## config.mk

```make
export PLATFORM = sky130hd
export DESIGN_NAME = kvs_req_arbiter
export DESIGN_NICKNAME = d
export VERILOG_FILES = /design/src/rtl/kvs_req_arbiter.sv
export SDC_FILE = /design/constraint.sdc
export NUM_CORES = 1
export LEC_CHECK = 0
export CORE_UTILIZATION = 40
export CTS_BUF_LIST = sky130_fd_sc_hd__clkbuf_2 sky130_fd_sc_hd__clkbuf_4 sky130_fd_sc_hd__clkbuf_8
export CTS_CLUSTER_SIZE = 25
export DETAILED_ROUTE_END_ITERATION = 8
export DONT_BUFFER_PORTS = 1
export HOLD_SLACK_MARGIN = 0.02
export PLACE_DENSITY = 0.6
export SKIP_CTS_REPAIR_TIMING = 1
export SLEW_MARGIN = 0
export SYNTH_ARGS = -nofsm -noshare
export SYNTH_HDL_FRONTEND = slang
export SYNTH_SLANG_ARGS = --single-unit
```

## constraint.sdc

```tcl
create_clock -name clk -period 4.6 [get_ports clk]
set_clock_uncertainty 0.05 [all_clocks]
set_input_delay 0.69 -clock clk [delete_from_list [all_inputs] [get_ports clk]]
set_output_delay 0.69 -clock clk [all_outputs]
set_load 0.01 [all_outputs]
```

## src/rtl/kvs_req_arbiter.sv

```systemverilog
`timescale 1ns/1ps
// kvs_req_arbiter
// Shares the single db_top lookup port between the two Ethernet parsers
// (ETH0, ETH1). Requests are granted round-robin and issued to db_top one
// cycle after acceptance. The id of each requester is remembered in an
// in-order tag FIFO so that every db_top result is returned to the port
// that asked for it. A flush request stops issuing and reports when all
// outstanding lookups have drained.
//
// Ports
//   clk, rst_n                 db_clk, asynchronous active-low reset
//   req0_* / req1_*            per-port key/flag/valid in, ready out
//   db_key/db_flag/db_valid    lookup issue towards db_top
//   db_rsp_valid/db_rsp_flag   in-order results from db_top
//   rsp0_* / rsp1_*            per-port result pulse and flag
//   flush / flush_done         drain request (level) and drained status
//   outst_cnt                  lookups currently in flight
//   rsp_err                    sticky: result arrived with nothing in flight
module kvs_req_arbiter #(
   parameter int KEY_SIZE  = 96,
   parameter int FLAG_W    = 4,
   parameter int MAX_OUTST = 8,
   parameter int OUTST_AW  = 3
) (
   input  logic                clk,
   input  logic                rst_n,
   input  logic [KEY_SIZE-1:0] req0_key,
   input  logic [FLAG_W-1:0]   req0_flag,
   input  logic                req0_valid,
   output logic                req0_ready,
   input  logic [KEY_SIZE-1:0] req1_key,
   input  logic [FLAG_W-1:0]   req1_flag,
   input  logic                req1_valid,
   output logic                req1_ready,
   output logic [KEY_SIZE-1:0] db_key,
   output logic [FLAG_W-1:0]   db_flag,
   output logic                db_valid,
   input  logic                db_rsp_valid,
   input  logic [FLAG_W-1:0]   db_rsp_flag,
   output logic                rsp0_valid,
   output logic [FLAG_W-1:0]   rsp0_flag,
   output logic                rsp1_valid,
   output logic [FLAG_W-1:0]   rsp1_flag,
   input  logic                flush,
   output logic                flush_done,
   output logic [OUTST_AW:0]   outst_cnt,
   output logic                rsp_err
);

   localparam logic [OUTST_AW:0] FULL_CNT = MAX_OUTST[OUTST_AW:0];

   typedef enum logic [1:0] {
      ST_RUN,
      ST_DRAIN,
      ST_DONE
   } state_t;

   state_t                r_state;
   state_t                w_nextState;
   logic                  r_rrPtr;
   logic                  r_tagFifo [MAX_OUTST];
   logic [OUTST_AW-1:0]   r_wrPtr;
   logic [OUTST_AW-1:0]   r_rdPtr;
   logic [OUTST_AW:0]     r_outstCnt;
   logic                  r_dbValid;
   logic [KEY_SIZE-1:0]   r_dbKey;
   logic [FLAG_W-1:0]     r_dbFlag;
   logic                  r_rsp0Valid;
   logic                  r_rsp1Valid;
   logic [FLAG_W-1:0]     r_rsp0Flag;
   logic [FLAG_W-1:0]     r_rsp1Flag;
   logic                  r_rspErr;

   logic                  w_canIssue;
   logic                  w_grant0;
   logic                  w_grant1;
   logic                  w_accept;
   logic                  w_pop;
   logic                  w_popTag;

   // Arbitration. Ready is held low during reset so that every output reads
   // zero while rst_n is asserted. Fullness is judged on the registered count
   // only, so a pop in the same cycle never frees a slot early. When both
   // ports are valid the round-robin pointer picks the winner.
   assign w_canIssue = rst_n && (r_state == ST_RUN) && (r_outstCnt != FULL_CNT);
   assign w_grant0   = w_canIssue && req0_valid && (!req1_valid || !r_rrPtr);
   assign w_grant1   = w_canIssue && req1_valid && (!req0_valid ||  r_rrPtr);
   assign w_accept   = w_grant0 || w_grant1;
   assign w_pop      = db_rsp_valid && (r_outstCnt != '0);
   assign w_popTag   = r_tagFifo[r_rdPtr];

   assign req0_ready = w_grant0;
   assign req1_ready = w_grant1;
   assign db_key     = r_dbKey;
   assign db_flag    = r_dbFlag;
   assign db_valid   = r_dbValid;
   assign rsp0_valid = r_rsp0Valid;
   assign rsp0_flag  = r_rsp0Flag;
   assign rsp1_valid = r_rsp1Valid;
   assign rsp1_flag  = r_rsp1Flag;
   assign flush_done = (r_state == ST_DONE);
   assign outst_cnt  = r_outstCnt;
   assign rsp_err    = r_rspErr;

   // Tag storage carries no reset: only entries between the read and write
   // pointers are meaningful, and the pointers themselves are reset.
   always_ff @(posedge clk) begin
      if (w_accept) begin
         r_tagFifo[r_wrPtr] <= w_grant1;
      end
   end

   // Tag FIFO pointers, in-flight counter and round-robin pointer. The
   // pointers wrap naturally at MAX_OUTST because of their width. A push and
   // a pop in the same cycle leave the count unchanged.
   always_ff @(posedge clk or negedge rst_n) begin
      if (!rst_n) begin
         r_wrPtr    <= '0;
         r_rdPtr    <= '0;
         r_outstCnt <= '0;
         r_rrPtr    <= 1'b0;
      end else begin
         if (w_accept) begin
            r_wrPtr <= r_wrPtr + 1'b1;
            r_rrPtr <= w_grant0;
         end
         if (w_pop) begin
            r_rdPtr <= r_rdPtr + 1'b1;
         end
         case ({w_accept, w_pop})
            2'b10:   r_outstCnt <= r_outstCnt + 1'b1;
            2'b01:   r_outstCnt <= r_outstCnt - 1'b1;
            default: r_outstCnt <= r_outstCnt;
         endcase
      end
   end

   // Issue stage towards db_top: a single-cycle valid pulse one cycle after
   // acceptance; key and flag keep their last value between lookups.
   always_ff @(posedge clk or negedge rst_n) begin
      if (!rst_n) begin
         r_dbValid <= 1'b0;
         r_dbKey   <= '0;
         r_dbFlag  <= '0;
      end else begin
         r_dbValid <= w_accept;
         if (w_accept) begin
            r_dbKey  <= w_grant1 ? req1_key  : req0_key;
            r_dbFlag <= w_grant1 ? req1_flag : req0_flag;
         end
      end
   end

   // Response routing: the FIFO head names the port that owns the result.
   // A result with nothing in flight is dropped and flagged, sticky until
   // reset.
   always_ff @(posedge clk or negedge rst_n) begin
      if (!rst_n) begin
         r_rsp0Valid <= 1'b0;
         r_rsp1Valid <= 1'b0;
         r_rsp0Flag  <= '0;
         r_rsp1Flag  <= '0;
         r_rspErr    <= 1'b0;
      end else begin
         r_rsp0Valid <= w_pop && !w_popTag;
         r_rsp1Valid <= w_pop &&  w_popTag;
         if (w_pop && !w_popTag) begin
            r_rsp0Flag <= db_rsp_flag;
         end
         if (w_pop && w_popTag) begin
            r_rsp1Flag <= db_rsp_flag;
         end
         if (db_rsp_valid && (r_outstCnt == '0)) begin
            r_rspErr <= 1'b1;
         end
      end
   end

   // FSM state register.
   always_ff @(posedge clk or negedge rst_n) begin
      if (!rst_n) begin
         r_state <= ST_RUN;
      end else begin
         r_state <= w_nextState;
      end
   end

   // FSM next state. Draining completes only once nothing is counted in
   // flight and the issue stage is not still presenting a lookup to db_top.
   always_comb begin
      w_nextState = r_state;
      case (r_state)
         ST_RUN: begin
            if (flush) w_nextState = ST_DRAIN;
         end
         ST_DRAIN: begin
            if (!flush) begin
               w_nextState = ST_RUN;
            end else if ((r_outstCnt == '0) && !r_dbValid) begin
               w_nextState = ST_DONE;
            end
         end
         ST_DONE: begin
            if (!flush) w_nextState = ST_RUN;
         end
         default: w_nextState = ST_RUN;
      endcase
   end

endmodule

```

==> flow_summary.toml <==
[critical_path]
path_buf_inv = 1
cp-start-kind = "flop"
crit_fanout = 9
required_ns = 3.86
critical_path_class = "reg -> out"
crit_slowest_cell = "dfrtp_1"
arrival_ns = 2.00
crit_chain = "nor3_2 -> a211oi_4 -> inv_1 -> nor2_1"
cpLargestDelayFamily = "simple AND/OR/NAND/NOR gates"
end_kind = "output port"
slowest_delay_ns = 0.56

[flow_run]
drv_cap = 0

[min_path]
hold_path.class = "in -> async"

[power]
leakagePower_nw = 3.023
p_per_area_nw_per_um2 = 665.5
vdd_drop_max_mv = 0.3190

[cts]
clock-sinks = 133
htree_num_levels = 4
numCtsBuffers = 17
cts_root_buffer = "clkbuf_8"
cts_tree = "yes"
insertion_delay_ns = 0.43
cts.path.max_buffers = 2
path_clk_slew_ns = 0.08

[synth]
yosys_warnings = 0
synth_top_cell_area_share_pct = 49.37
synth_cells = 551
synth_edf_count = 8
synth_flop_cell = "dfrtp_1"
async_reset_ff_share_pct = 93.98
synth-seq-area-share_pct = 53.16
syn_area_um2 = 6336
ys_ff_latch = 133
syn_area_per_cell_um2 = 11.50
synth_fp_nets = 766
synthTopCellsByArea = "dfrtp_1, mux2i_1, a21oi_2"
synth.distinct_cells = 40
yosys.area.top_type = "dfrtp_1"

[placed_design]
dp.cells = 729
place.detailed.hpwl_mm = 10.21
io_buffers = 0
dpl_cell_area_um2 = 6409
pre_cts_ws_ns = 1.818
place_congestion = 0.7517

[routing]
drtPass1Iterations = 4
routed_wl_mm = 13.87
drt_iter0_markers = 124
remaining_drc_errors = 0
routed_via_density = 5.142
num_vias = 3918
drt-wirelength-per-cell_um = 18.21
antenna_left = 0

[grt]
track_usage_pct = 16.65
grt-ovfl-total = 0
grt_pass1_wl_mm = 20.51
antenna_found_initial = 0
grt_max_degree = 127
grt_pass1_vias = 3856

[floorplanning]
die_y_um = 127.9
die_w_um = 127.9
ioPinCount = 329
core_um2 = 15310
start_util_pct = 41.37
row_count = 45
dieArea_um2 = 16350

[layout]
layout.cells.non_filler = 762
multi_input_area_um2 = 2714
nNetsFinal = 753
area_delta_synth_final_pct = 9.005
drive_gt1_share_pct = 19.42
fillCellCount = 1449
seqCellArea_um2 = 3368
final_area_um2 = 6907
n_antenna_cell = 0

[sta]
finalMaxSlewViolations = 0
finalCritPeriodShare_pct = 59.53
holdWs_ns = 0.09255
fin_tns_setup_ns = 0
slew-limit-headroom_pct = 36.75
setup_viol = 0
worstMarginPinSlew_ns = 0.9487
hold_viol = 0
layout_setup_ws_ns = 1.862
period_needed_ns = 2.738
timing.fmax_mhz = 365.2
rsz0062_at_grt = "no"

[status]
status = "finished, final reports clean"
==> state kept, by name, indices dropped and copies added (netlist names) <==
| name | cells |
|---|---|
| db_key | 96 |
| r_tagFifo | 8 |
| rsp1_valid | 1 |
| r_wrPtr | 3 |
| r_state | 2 |
| db_valid | 1 |
| outst_cnt | 4 |
| rsp0_valid | 1 |
| r_rrPtr | 1 |
| rsp_err | 1 |
| db_flag | 4 |
| r_rdPtr | 3 |
| rsp1_flag | 4 |
| rsp0_flag | 4 |
==> where the power goes <==
group	switching, mW	internal [mW]	total, mW
logic	0.577	0.515	1.09
registers	0.682	1.69	2.37
clock network	0.455	0.681	1.14
==> worst paths after layout <==
kind                                             to  slack (ns)                startpoint  cells past startpoint
setup reg to reg           outst_cnt[2]$_DFFE_PN0P_        1.88  outst_cnt[3]$_DFFE_PN0P_                     10
hold reg to reg                 rsp_err$_DFFE_PN0P_        0.48       rsp_err$_DFFE_PN0P_                      1
setup / recovery                         req1_ready        1.86  outst_cnt[1]$_DFFE_PN0P_                      4
max in group asynchronous    r_wrPtr[0]$_DFFE_PN0P_        3.79                     rst_n                      1
min in group clk             r_state[1]$_DFFE_PN0P_        0.32                     flush                      1
hold / removal             outst_cnt[2]$_DFFE_PN0P_        0.09                     rst_n                      1
==> logic make-up after synthesis <==
| kind of cell | share of synthesized area [%] |
|---|---|
| xor gates and xnor gates | 1.244 |
| and+or+nand+nor | 9.518 |
| muxes | 18.23 |
| DFF | 53.16 |
| adders and majority gates | 0.9874 |
| buffers and inverters | 4.187 |
| AOI/OAI and AO/OA | 12.68 |
==> placed cells by master, fill, tap and decap left out, types with 8 or more instances in the layout <==
| cell type | instances |
|---|---|
| a21oi_1 | 54 |
| nor2_1 | 104 |
| dfrtp_1 | 125 |
| a21oi_2 | 49 |
| edfxtp_1 | 8 |
| nand2_1 | 8 |
| mux2i_1 | 103 |
| clkbuf_8 | 19 |
| mux2_2 | 9 |
==> metal layers <==
layer	wire [µm]	vias to the layer above	GRT usage [%]
met1	5252	1860	17.62
met2	7286	170	29.67
met5	0	-	0
met4	127	0	5.052
li1	-	1879	-
met3	1207	9	7.387
==> through the flow <==
stage | util (%) | power (mW)
6_report | 45.10 | 4.596
3_5_place_dp | 41.85 | 3.489
5_1_grt | 45.10 | 4.895
3_3_place_gp | 41.85 | 3.424
2_1_floorplan | - | 3.220
4_1_cts | 44.92 | 4.640
==> synthesized netlist by cell type, types with 3 or more instances <==
library cell  instances
inv_1                 4
nor2b_1               3
xnor2_1               4
buf_6                 7
a21oi_2              49
nor2_1              104
edfxtp_1              8
mux2i_1             103
nand3b_1              3
ha_1                  5
dfrtp_1             125
buf_2                20
xor2_1                5
buf_4                 8
a21oi_1              54
mux2_2                9
nand2_1               8
==> final cells by class <==
type | count | share of cell area (%)
flip-flops and latches | 133 | 48.77
clock inverters | 12 | 2.917
multi-input cells | 376 | 39.29
well taps | 211 | 3.822
clock buffers | 20 | 3.895
repair buffers | 4 | 0.9058
inverters | 6 | 0.3986
Power figures use the tool's default switching activity.
